**src/rtl/gzip_bit_packer_pkg.sv**
```systemverilog
// Shared constants, state encoding and helpers for the gzip output bit packer.
package gzip_bit_packer_pkg;

  localparam int IN_WIDTH   = 32;
  localparam int SIZE_WIDTH = 6;
  localparam int OUT_WIDTH  = 32;
  localparam int ACC_WIDTH  = 2 * OUT_WIDTH;
  localparam int CNT_WIDTH  = 7;

  typedef enum logic [1:0] {
    ST_RUN   = 2'b01,
    ST_FLUSH = 2'b10
  } state_e;

  // Bytes needed to hold a residue of at most OUT_WIDTH bits.
  function automatic logic [2:0] ceil_bytes(input logic [CNT_WIDTH-1:0] bits);
    logic [CNT_WIDTH-1:0] rounded;
    rounded = bits + 7'd7;
    return rounded[5:3];
  endfunction

endpackage

```
**src/rtl/gzip_bit_packer.sv**
```systemverilog
// Packs variable-length code fields MSB-first into 32-bit words; on the last
// field the tail is zero-padded to a byte boundary and tagged with a byte count.
module gzip_bit_packer
  import gzip_bit_packer_pkg::*;
(
  input  logic                  clk,
  input  logic                  rst,
  input  logic                  in_valid_i,
  output logic                  in_ready_o,
  input  logic [SIZE_WIDTH-1:0] in_size_i,
  input  logic [IN_WIDTH-1:0]   in_data_i,
  input  logic                  in_last_i,
  output logic                  out_valid_o,
  input  logic                  out_ready_i,
  output logic [OUT_WIDTH-1:0]  out_data_o,
  output logic [2:0]            out_bytes_o,
  output logic                  out_last_o,
  output logic                  size_err_o
);

  logic [ACC_WIDTH-1:0] acc_q, acc_d, acc_pop;
  logic [CNT_WIDTH-1:0] cnt_q, cnt_d, cnt_pop;
  state_e               state_q;
  logic                 size_err_q;

  logic                 is_run, push, pop, oversize;
  logic [CNT_WIDTH-1:0] eff, shamt;
  logic [IN_WIDTH-1:0]  field_mask, field;

  assign is_run      = (state_q == ST_RUN);
  assign out_valid_o = is_run ? (cnt_q >= 7'd32) : 1'b1;
  assign out_last_o  = !is_run && (cnt_q <= 7'd32);
  assign out_bytes_o = !out_valid_o ? 3'd0 : (out_last_o ? ceil_bytes(cnt_q) : 3'd4);
  assign out_data_o  = acc_q[ACC_WIDTH-1 -: OUT_WIDTH];
  assign size_err_o  = size_err_q;

  // A full accumulator still accepts a field when the head word leaves this cycle.
  assign in_ready_o  = is_run && ((cnt_q < 7'd32) || out_ready_i);

  assign push     = in_valid_i && in_ready_o;
  assign pop      = out_valid_o && out_ready_i;
  assign oversize = (in_size_i > 6'd32);
  assign eff      = oversize ? 7'd32 : {1'b0, in_size_i};

  // 1<<32 wraps to 0 in 32 bits, so eff=32 yields an all-ones mask.
  assign field_mask = (32'd1 << eff) - 32'd1;
  assign field      = in_data_i & field_mask;

  always_comb begin
    acc_pop = acc_q;
    cnt_pop = cnt_q;
    shamt   = '0;
    if (pop) begin
      if (out_last_o) begin
        acc_pop = '0;
        cnt_pop = '0;
      end else begin
        acc_pop = acc_q << OUT_WIDTH;
        cnt_pop = cnt_q - 7'd32;
      end
    end
    acc_d = acc_pop;
    cnt_d = cnt_pop;
    if (push) begin
      // Place the field so its top bit lands just below the current valid bits.
      shamt = 7'd64 - eff - cnt_pop;
      acc_d = acc_pop | ({32'b0, field} << shamt);
      cnt_d = cnt_pop + eff;
    end
  end

  always_ff @(posedge clk or posedge rst) begin
    if (rst) begin
      acc_q      <= '0;
      cnt_q      <= '0;
      state_q    <= ST_RUN;
      size_err_q <= 1'b0;
    end else begin
      acc_q <= acc_d;
      cnt_q <= cnt_d;
      if (push && oversize) begin
        size_err_q <= 1'b1;
      end
      case (state_q)
        ST_RUN:   if (push && in_last_i) state_q <= ST_FLUSH;
        ST_FLUSH: if (pop && out_last_o) state_q <= ST_RUN;
        default:  state_q <= ST_RUN;
      endcase
    end
  end

endmodule

```
**config.mk**
```make
export PLATFORM = sky130hd
export DESIGN_NAME = gzip_bit_packer
export DESIGN_NICKNAME = d
export VERILOG_FILES = /design/src/rtl/gzip_bit_packer_pkg.sv /design/src/rtl/gzip_bit_packer.sv
export SDC_FILE = /design/constraint.sdc
export NUM_CORES = 1
export LEC_CHECK = 0
export BUFFER_PORTS_ARGS = -buffer_cell sky130_fd_sc_hd__buf_2
export CORE_AREA = 2 2 116 118
export CTS_BUF_LIST = sky130_fd_sc_hd__clkbuf_4
export DETAILED_ROUTE_END_ITERATION = 10
export DIE_AREA = 0 0 118 120
export PLACE_DENSITY = 0.8
export SLEW_MARGIN = 25
export SYNTH_ARGS = -nofsm -noshare
export SYNTH_HDL_FRONTEND = slang
export SYNTH_SLANG_ARGS = --single-unit
```
**constraint.sdc**
```tcl
create_clock -name clk -period 4.8 [get_ports clk]
set_clock_uncertainty 0.1 [all_clocks]
set_input_delay 0.24 -clock clk [delete_from_list [all_inputs] [get_ports clk]]
set_output_delay 0.24 -clock clk [all_outputs]
set_load 0.05 [all_outputs]
```
==> impl_metrics.csv <==
group,metric,value,unit
timing,setup_violations,0,
critical_path,crit_arrival,4.85,ns
final_layout,fin_cells,1172,
die,fp-row-count,42,
routing,drc,0,
global_route,grt_usage,34.2,%
logic_synthesis,synthFlopType,"dfrtp_1",
routing,wl,24.1,mm
final_layout,drive_gt1_share,18.9,%
logic_synthesis,synth_top_area_share,24.1,%
logic_synthesis,ys_ff_latch,74,
critical_path,critPathCaptureType,"register",
critical_path,slowest_delay,0.53,ns
placed_design,dp.final_hpwl,17.8,mm
critical_path,cp_top_family,"simple AND/OR/NAND/NOR gates",
critical_path,worstPathCellList,"nor3_4, a41oi_1, nand2b_1, inv_1, nand2_2, nand2_1, inv_1, ha_1, fa_1, nor2b_1, o31a_1, o21a_1, or4_4, a31oi_4, buf_6, nand2_2, buf_4, o41ai_1, or3_1",
clock_network,cts_buffers,9,
clock_network,tritoncts,"yes",
final_layout,final_nets,1055,
global_route,grt_pass1_wl,39.1,mm
critical_path,slowest_stage,"or4_4",
logic_synthesis,netlist_instances,974,
logic_synthesis,async_flop_share,100,%
logic_synthesis,synth_cell_types,89,
logic_synthesis,ys_seq_area_share,24.4,%
clock_network,cts.clk_slew.worst_paths,0.12,ns
clock_network,clk_latency,0.46,ns
timing,fmax,219,MHz
timing,rsz0062_at_grt,"false",
run,drv_cap,0,
outcome,status,"complete, no violations",
routing,postRouteAntennaNets,0,
clock_network,root_buffer,"clkbuf_4",
die,dieArea,14200,um2
die,core,13000,um2
die,die-width,118,um
timing,tns,0,ns
critical_path,worst-path-buf-inv,4,
logic_synthesis,synthesis.area,7590,um2
timing,worst_pin_slew,0.784,ns
placed_design,portBuffers,81,
die,start_util,58.5,%
placed_design,dp.cells,1151,
clock_network,clock_sinks,74,
die,die_height,120,um
logic_synthesis,synth-edff-count,0,
routing,via_per_inst,6.81,
logic_synthesis,syn_area_per_cell,7.80,um2
logic_synthesis,ys_warn_count,0,
logic_synthesis,syn_nets,1039,
critical_path,worst-path-stages,19,
global_route,antenna_found_initial,1,
critical_path,path_class,"reg -> reg",
timing,min_period_over_period,94.9,%
timing,hold_violations,0,
hold_path,hold_depth,2,
hold_path,min_path_type,"in -> reg",
global_route,overflow,0,
routing,wire_per_inst,20.6,um
routing,drt-initial-drc-count,1186,
logic_synthesis,synth.area.top_cells,"dfrtp_1 (24%), nand2_1 (6.7%), o21ai_0 (4.5%)",
critical_path,r2r_cells,19,
clock_network,cts_htree_levels,3,
timing,max_slew_margin,47.6,%
final_layout,syn_to_final_growth,7.66,%
global_route,grt_pass1_vias,7197,
die,io_pins,82,
critical_path,cp_max_fo,13,
logic_synthesis,yosysTopAreaCell,"dfrtp_1",
critical_path,worst_ep_required_time,5.10,ns
timing,slew_viol_final,0,
critical_path,start_kind,"register",
timing,min_period,4.56,ns
placed_design,globalplace.congestion,1.03,
global_route,grt_max_degree,75,
routing,vias,7978,
routing,firstDrtPassIters,5,
clock_network,ctsLongestPathBuffers,2,
area by class of cell:
type / instances / area [um2]
multi-input cells: 760 / 5130
fillers: 1203 / 4800
flip-flops and latches: 74 / 1850
repair buffers: 114 / 711
well taps: 176 / 220
inverters: 31 / 116
clock buffers: 10 / 75.1
clock inverters: 6 / 66.3
diodes: 1 / 2.50
sequential cells by signal, summed over array words and instances, names as in the netlist:
name / flops
state_q: 2
cnt_q: 7
size_err_o: 1
acc_q: 64
per-layer routing:
| layer | share of wire, % | global-route usage (%) |
|---|---|---|
| met4 | 3.3 | 11.1 |
| met5 | 0 | 0 |
| met2 | 44 | 51.7 |
| met1 | 43 | 50.1 |
| met3 | 10 | 5.32 |
cells by family after synthesis:
kind of cell    share of synthesized area (%)
buf+inv                                  9.24
compound gates                           33.2
fa+ha+maj                                3.92
xor+xnor                                 1.73
simple gates                             21.3
flops                                    24.4
mux                                      6.18
metrics by stage:
| stage | utilization, % | hold WS, ns | worst slack (ns) | instance area (um2) |
|---|---|---|---|---|
| 3_3_place_gp | 60.9 | 0.302 | 0.161 | 7910 |
| 6_report | 63.0 | 0.0857 | 0.243 | 8180 |
| 5_1_grt | 63.0 | 0.0773 | 0.00141 | 8180 |
| 3_5_place_dp | 60.9 | 0.311 | 0.0514 | 7910 |
| 4_1_cts | 62.1 | 0.0859 | 0.00682 | 8070 |
| 2_1_floorplan | - | 0.204 | 0.131 | 7590 |
synth_stat cells (6+ instances only):
cell,instances
a211o_1,6
a211oi_1,7
a21o_1,8
a21oi_1,45
a221o_1,8
a22o_1,12
a22oi_1,6
a31o_2,7
a31oi_1,26
and2_1,12
and3_1,13
buf_2,11
buf_4,35
clkbuf_1,56
dfrtp_1,73
ha_1,19
inv_1,29
mux2_2,9
mux2i_1,21
mux4_2,6
nand2_1,136
nand2b_1,13
nand3_1,32
nor2_1,51
nor2b_1,10
nor3_1,12
o211a_1,6
o211ai_1,27
o21a_1,13
o21ai_0,69
o21ai_1,14
o21bai_1,6
o221ai_1,11
o22ai_1,12
o2bb2ai_1,8
o31ai_1,7
or2_2,6
or3_1,6
xnor2_1,11
cells in the final DEF (no fill, tap or decap), types with 10 or more instances in the layout:
cell	n
nor2b_1	10
and2_1	12
o22ai_1	12
nand2b_1	13
a21oi_1	45
o211ai_1	27
o21ai_0	69
o221ai_1	11
nand3_1	32
buf_4	26
o21ai_1	14
nand2_1	134
ha_1	18
and3_1	13
a31oi_1	25
dfrtp_1	73
clkbuf_4	10
a22o_1	12
buf_2	81
o21a_1	13
nor2_1	50
xnor2_1	10
nor3_1	12
mux2i_1	21
inv_1	28
what timing repair did:
action                                  4_1_cts  5_1_grt
buffers inserted                              0        1
endpoints found under the setup margin        0       57
hold endpoints to repair                     43        0
hold buffers                                  2        0
gates resized for setup                       0       16
worst paths after layout:
path | from | endpoint | slack, ns
min reg2reg | size_err_o$_DFFE_PP0P_ | size_err_o$_DFFE_PP0P_ | 0.37
min in group asynchronous | rst | state_q[1]$_DFFE_PP0P_ | 0.24
max | cnt_q[2]$_DFF_PP0_ | acc_q[44]$_DFF_PP0_ | 0.24
max in group asynchronous | rst | acc_q[51]$_DFF_PP0_ | 3.80
min | in_size_i[5] | size_err_o$_DFFE_PP0P_ | 0.09
max reg2reg | cnt_q[2]$_DFF_PP0_ | acc_q[44]$_DFF_PP0_ | 0.24
Power is left out: the tool's default activity adds up to more than one toggle a clock period on the data nets, which glitch-free logic cannot reach.
